--- src/rtl/ahb_sdram_arbiter.sv ---
// Two-client round-robin arbiter that serialises single-word req/ack requests
// into non-pipelined AHB-Lite SINGLE transfers toward the SDRAM slave port.
module ahb_sdram_arbiter #(
  parameter int ADDRESSWIDTH = 28,
  parameter int DATAWIDTH    = 32
) (
  input  logic                    clk,
  input  logic                    reset,

  input  logic                    c0_req,
  input  logic                    c0_write,
  input  logic [ADDRESSWIDTH-1:0] c0_addr,
  input  logic [DATAWIDTH-1:0]    c0_wdata,
  output logic                    c0_ack,
  output logic [DATAWIDTH-1:0]    c0_rdata,
  output logic                    c0_err,

  input  logic                    c1_req,
  input  logic                    c1_write,
  input  logic [ADDRESSWIDTH-1:0] c1_addr,
  input  logic [DATAWIDTH-1:0]    c1_wdata,
  output logic                    c1_ack,
  output logic [DATAWIDTH-1:0]    c1_rdata,
  output logic                    c1_err,

  output logic [ADDRESSWIDTH-1:0] HADDR,
  output logic [1:0]              HTRANS,
  output logic                    HWRITE,
  output logic [2:0]              HSIZE,
  output logic [2:0]              HBURST,
  output logic [DATAWIDTH-1:0]    HWDATA,
  input  logic [DATAWIDTH-1:0]    HRDATA,
  input  logic                    HREADY,
  input  logic                    HRESP,

  output logic                    owner,
  output logic                    busy
);

  typedef enum logic [1:0] {IDLE, ADDR, DATA, RESP} state_t;

  localparam logic [1:0] TRANS_IDLE   = 2'b00;
  localparam logic [1:0] TRANS_NONSEQ = 2'b10;
  localparam logic [ADDRESSWIDTH-1:0] WORD_MASK = {{(ADDRESSWIDTH-2){1'b1}}, 2'b00};

  state_t state, next_state;

  logic                    last_grant;
  logic                    grant;
  logic                    grant_sel;
  logic                    xfer_owner;
  logic                    xfer_write;
  logic [ADDRESSWIDTH-1:0] xfer_addr;
  logic [DATAWIDTH-1:0]    xfer_wdata;
  logic [DATAWIDTH-1:0]    rdata_cap;
  logic                    err_cap;

  logic                    sel_write;
  logic [ADDRESSWIDTH-1:0] sel_addr;
  logic [DATAWIDTH-1:0]    sel_wdata;

  assign sel_write = grant_sel ? c1_write : c0_write;
  assign sel_addr  = grant_sel ? c1_addr  : c0_addr;
  assign sel_wdata = grant_sel ? c1_wdata : c0_wdata;

  always_ff @(posedge clk) begin
    if (reset) begin
      state <= IDLE;
    end else begin
      state <= next_state;
    end
  end

  // When both clients are pending, the one not served last wins.
  always_comb begin
    next_state = state;
    grant      = 1'b0;
    grant_sel  = 1'b0;
    HTRANS     = TRANS_IDLE;
    case (state)
      IDLE: begin
        if (c0_req || c1_req) begin
          grant      = 1'b1;
          grant_sel  = c0_req ? (c1_req ? ~last_grant : 1'b0) : 1'b1;
          next_state = ADDR;
        end
      end
      ADDR: begin
        HTRANS = TRANS_NONSEQ;
        if (HREADY) begin
          next_state = DATA;
        end
      end
      DATA: begin
        if (HREADY) begin
          next_state = RESP;
        end
      end
      RESP: begin
        next_state = IDLE;
      end
      default: begin
        next_state = IDLE;
      end
    endcase
  end

  // Transfer context is latched at grant so clients may change their inputs freely afterwards.
  always_ff @(posedge clk) begin
    if (reset) begin
      last_grant <= 1'b1;
      xfer_owner <= 1'b0;
      xfer_write <= 1'b0;
      xfer_addr  <= '0;
      xfer_wdata <= '0;
      rdata_cap  <= '0;
      err_cap    <= 1'b0;
      c0_ack     <= 1'b0;
      c0_err     <= 1'b0;
      c0_rdata   <= '0;
      c1_ack     <= 1'b0;
      c1_err     <= 1'b0;
      c1_rdata   <= '0;
    end else begin
      c0_ack <= 1'b0;
      c0_err <= 1'b0;
      c1_ack <= 1'b0;
      c1_err <= 1'b0;
      case (state)
        IDLE: begin
          if (grant) begin
            last_grant <= grant_sel;
            xfer_owner <= grant_sel;
            xfer_write <= sel_write;
            xfer_addr  <= sel_addr & WORD_MASK;
            xfer_wdata <= sel_wdata;
          end
        end
        DATA: begin
          if (HREADY) begin
            if (!xfer_write) begin
              rdata_cap <= HRDATA;
            end
            err_cap <= HRESP;
          end
        end
        RESP: begin
          if (xfer_owner) begin
            c1_ack <= 1'b1;
            c1_err <= err_cap;
            if (!xfer_write) begin
              c1_rdata <= rdata_cap;
            end
          end else begin
            c0_ack <= 1'b1;
            c0_err <= err_cap;
            if (!xfer_write) begin
              c0_rdata <= rdata_cap;
            end
          end
        end
        default: begin
        end
      endcase
    end
  end

  assign HADDR  = xfer_addr;
  assign HWRITE = xfer_write;
  assign HWDATA = xfer_wdata;
  assign HSIZE  = 3'b010;
  assign HBURST = 3'b000;
  assign owner  = xfer_owner;
  assign busy   = (state != IDLE);

endmodule

--- config.mk ---
export PLATFORM = sky130hd
export DESIGN_NAME = ahb_sdram_arbiter
export DESIGN_NICKNAME = d
export VERILOG_FILES = /design/src/rtl/ahb_sdram_arbiter.sv
export SDC_FILE = /design/constraint.sdc
export NUM_CORES = 1
export LEC_CHECK = 0
export ABC_AREA = 1
export CORE_ASPECT_RATIO = 0.75
export CORE_UTILIZATION = 40
export CTS_CLUSTER_DIAMETER = 80
export DETAILED_ROUTE_END_ITERATION = 8
export HOLD_SLACK_MARGIN = 0.15
export PLACE_DENSITY = 0.77
export RECOVER_POWER = 50
export SLEW_MARGIN = 0
export SYNTH_ARGS = -nofsm -noshare
export SYNTH_HDL_FRONTEND = slang
export SYNTH_SLANG_ARGS = --single-unit
--- constraint.sdc ---
create_clock -name clk -period 1.58 [get_ports clk]
set_input_delay 0.316 -clock clk [delete_from_list [all_inputs] [get_ports clk]]
set_output_delay 0.316 -clock clk [all_outputs]
set_load 0.01 [all_outputs]
==> flow_metrics.py <==
metrics = {
    "outcome": {
        "status": "finished, final reports clean",
    },
    "sta": {
        "skew_ns": 0.009696,
        "holdWs_ns": 0.2297,
        "fin_ws_ns": 0.04411,
        "fin_crit_sh": 0.9721,
        "hold_viol": 0,
        "rsz0062_at_grt": "yes",
        "maxSlewViolCount": 0,
        "period_minus_slack_ns": 1.536,
        "max_freq_ghz": 0.6511,
        "setup_viol": 0,
    },
    "synthesis": {
        "synth.avg_cell_area_um2": 6.964,
        "synth_cell_types": 24,
        "synthesis.area_um2": 6908,
        "synth_most_common_cell": "nor2_1",
        "synthTopCellsByArea": "dfxtp_1, nor2_1, nand3_1",
        "seq_area_frac_synth": 0.4753,
        "synth_commonest_cells": "nor2_1, dfxtp_1, nand2_1",
        "synth_warnings": 0,
        "synth_top_flop_cell": "dfxtp_1",
        "postSynthCellCount": 992,
        "ys_async_sr_fraction": 0,
        "ys_ff_latch": 164,
        "synth-edff-count": 0,
        "synth_top_cell_by_area": "dfxtp_1",
        "synth_top_cell_area_share": 0.4753,
    },
    "critical_path": {
        "cp_max_fo": 9,
        "reg2reg_slack_ns": 0.04,
        "path_class": "reg2reg",
        "cp-startpoint": "state[0]",
        "crit_arrival_ns": 1.86,
        "rr_startpoint": "state[0]",
        "slowest_delay_ns": 0.34,
        "end_kind": "register",
        "cp.required_ns": 1.90,
        "cp_common_cell": "buf_4",
        "setup.worst_path.start_class": "register",
        "cp_slowest_cell": "dfxtp_2",
        "path_cells": "inv_2 -> buf_4 -> ha_4 -> buf_4 -> o21ai_2 -> buf_6 -> a21oi_1 -> nand2_1 -> inv_1",
    },
    "placed_design": {
        "dp_hpwl_um": 14800,
        "placed_cells": 1458,
        "dp_slack_ns": -0.1256,
        "place_congestion": 0.8290,
        "io_buffer_count": 285,
    },
    "clock_network": {
        "clock_path_buffers": 2,
        "cts_tree": "built",
        "htree_levels": 4,
        "cts_buffers": 17,
        "clock-root-buffer": "clkbuf_16",
        "clock_sinks": 164,
        "clock_latency_ns": 0.43,
        "hold_buffers": 0,
        "cts.clk_slew.worst_paths_ns": 0.06,
    },
    "layout": {
        "area_growth_pct": 55.23,
        "diodes": 0,
        "fin_nets": 1434,
        "instances_no_fill": 1496,
        "drive_gt1_frac": 0.07338,
    },
    "global_routing": {
        "grt-ovfl-total": 0,
        "grt_max_degree": 98,
        "antenna_found_initial": 0,
        "grt_pass1_wl_um": 33780,
        "gr-usage-all-layers": 0.2426,
        "grt_pass1_vias": 6337,
    },
    "routing": {
        "vias_per_cell": 4.870,
        "antenna_left": 0,
        "wl_per_cell_um": 15.05,
        "vias": 7286,
        "first_pass_iters": 5,
        "routed_wl_um": 22510,
        "drc_errors": 0,
        "drt-initial-drc-count": 524,
    },
    "floorplan": {
        "io_pins": 299,
        "initial_core_util": 0.4093,
        "core_um2": 16880,
        "fp-row-count": 41,
        "die_w_um": 153.7,
        "dieArea_um2": 17810,
        "die_h_um": 115.8,
    },
    "pwr": {
        "p_leak_uw": 0.005455,
        "cellPowerDensity_nw_per_um2": 1519,
        "ir_worst_vdd_v": 0.0007873,
    },
    "worst_hold_path": {
        "hp-start": "reset",
        "min_path_type": "in2reg",
    },
    "job": {
        "cap_violations": 0,
    },
}
-- worst paths after layout --
check / to / cells past startpoint
max: HWDATA[7] / 9
min: last_grant / 3
max reg2reg: HWDATA[7] / 9
min reg2reg: c0_rdata[7] / 2
-- cells in the final DEF (no fill, tap or decap), types with 4 or more instances in the layout --
| cell type | instances |
|---|---|
| nor2_1 | 191 |
| dfxtp_1 | 162 |
| clkdlybuf4s50_1 | 154 |
| dlygate4sd2_1 | 128 |
| nand2_1 | 127 |
| inv_1 | 125 |
| nand3_1 | 121 |
| o21ai_0 | 87 |
| a21oi_1 | 62 |
| clkbuf_16 | 20 |
| buf_4 | 17 |
| buf_12 | 12 |
| o21ai_1 | 10 |
| conb_1 | 9 |
| nor2_2 | 8 |
| buf_6 | 7 |
| clkbuf_1 | 6 |
| inv_2 | 4 |
| nand2_2 | 4 |
-- registers in the layout, summed over array words and instances (netlist names) --
register    flops
c0_rdata       32
rdata_cap      32
HWDATA         32
err_cap         1
c1_err          1
c0_err          1
state           2
HADDR          26
c1_rdata       32
last_grant      1
HWRITE          1
c0_ack          1
c1_ack          1
owner           1
-- power by group --
part / switching, uW / internal (uW) / total (uW)
registers: 475 / 5100 / 5580
clock network: 1670 / 2530 / 4210
logic: 3620 / 2890 / 6500
-- area by class of cell --
type / count / area [um2]
clock buffer: 24 / 461.7
clock inverter: 7 / 123.9
fill: 1534 / 6155
inverter: 129 / 484.2
multi-input combinational: 633 / 2889
sequential: 164 / 3286
tap: 215 / 269.0
timing repair buffer: 324 / 3209
-- metal layers --
layer	track usage	vias up	share of wire	wire length [um]
met5	0	-	0	0
met4	0.09000	0	0.019	422
met3	0.05535	37	0.068	1529
met2	0.3818	271	0.47	10520
met1	0.3267	3333	0.45	10040
li1	-	3645	-	-
-- worst max-delay path: cells and delay by family (launching register included) --
| kind | cells | cell delay [ns] |
|---|---|---|
| simple gates | 1 | 0.07 |
| buf+inv | 5 | 0.61 |
| fa+ha+maj | 1 | 0.16 |
| compound gates | 2 | 0.26 |
| flops | 1 | 0.34 |
-- metrics by stage --
stage	total power [uW]	setup TNS [ns]	util	cell area (um2)
after global routing	17300	-0.0002984	0.6353	10720
after global placement	11990	-3.465	0.5981	10090
after floorplan	8899	0	-	6934
after CTS	15800	-0.1011	0.6232	10520
after detailed placement	12120	-5.515	0.5981	10090
final	16290	0	0.6353	10720
-- what timing repair did --
| action | in CTS | in global routing |
|---|---|---|
| setup buffers | 0 | 0 |
| setup endpoints to repair | 130 | 108 |
| pin swaps | 0 | 6 |
| resized for setup | 136 | 27 |
| gates cloned | 0 | 7 |
-- logic make-up (layout without fill, tap and decap cells) --
family | after synthesis | after routing | share of synthesized area
adders and majority gates | 5 | 5 | 0.009056
AOI/OAI and AO/OA | 161 | 162 | 0.1176
DFF | 164 | 164 | 0.4753
and+or+nand+nor | 457 | 457 | 0.2739
buffers and inverters | 203 | 484 | 0.1232
other | 2 | 9 | 0.001087
No activity file was read; power rests on OpenSTA's default activity.
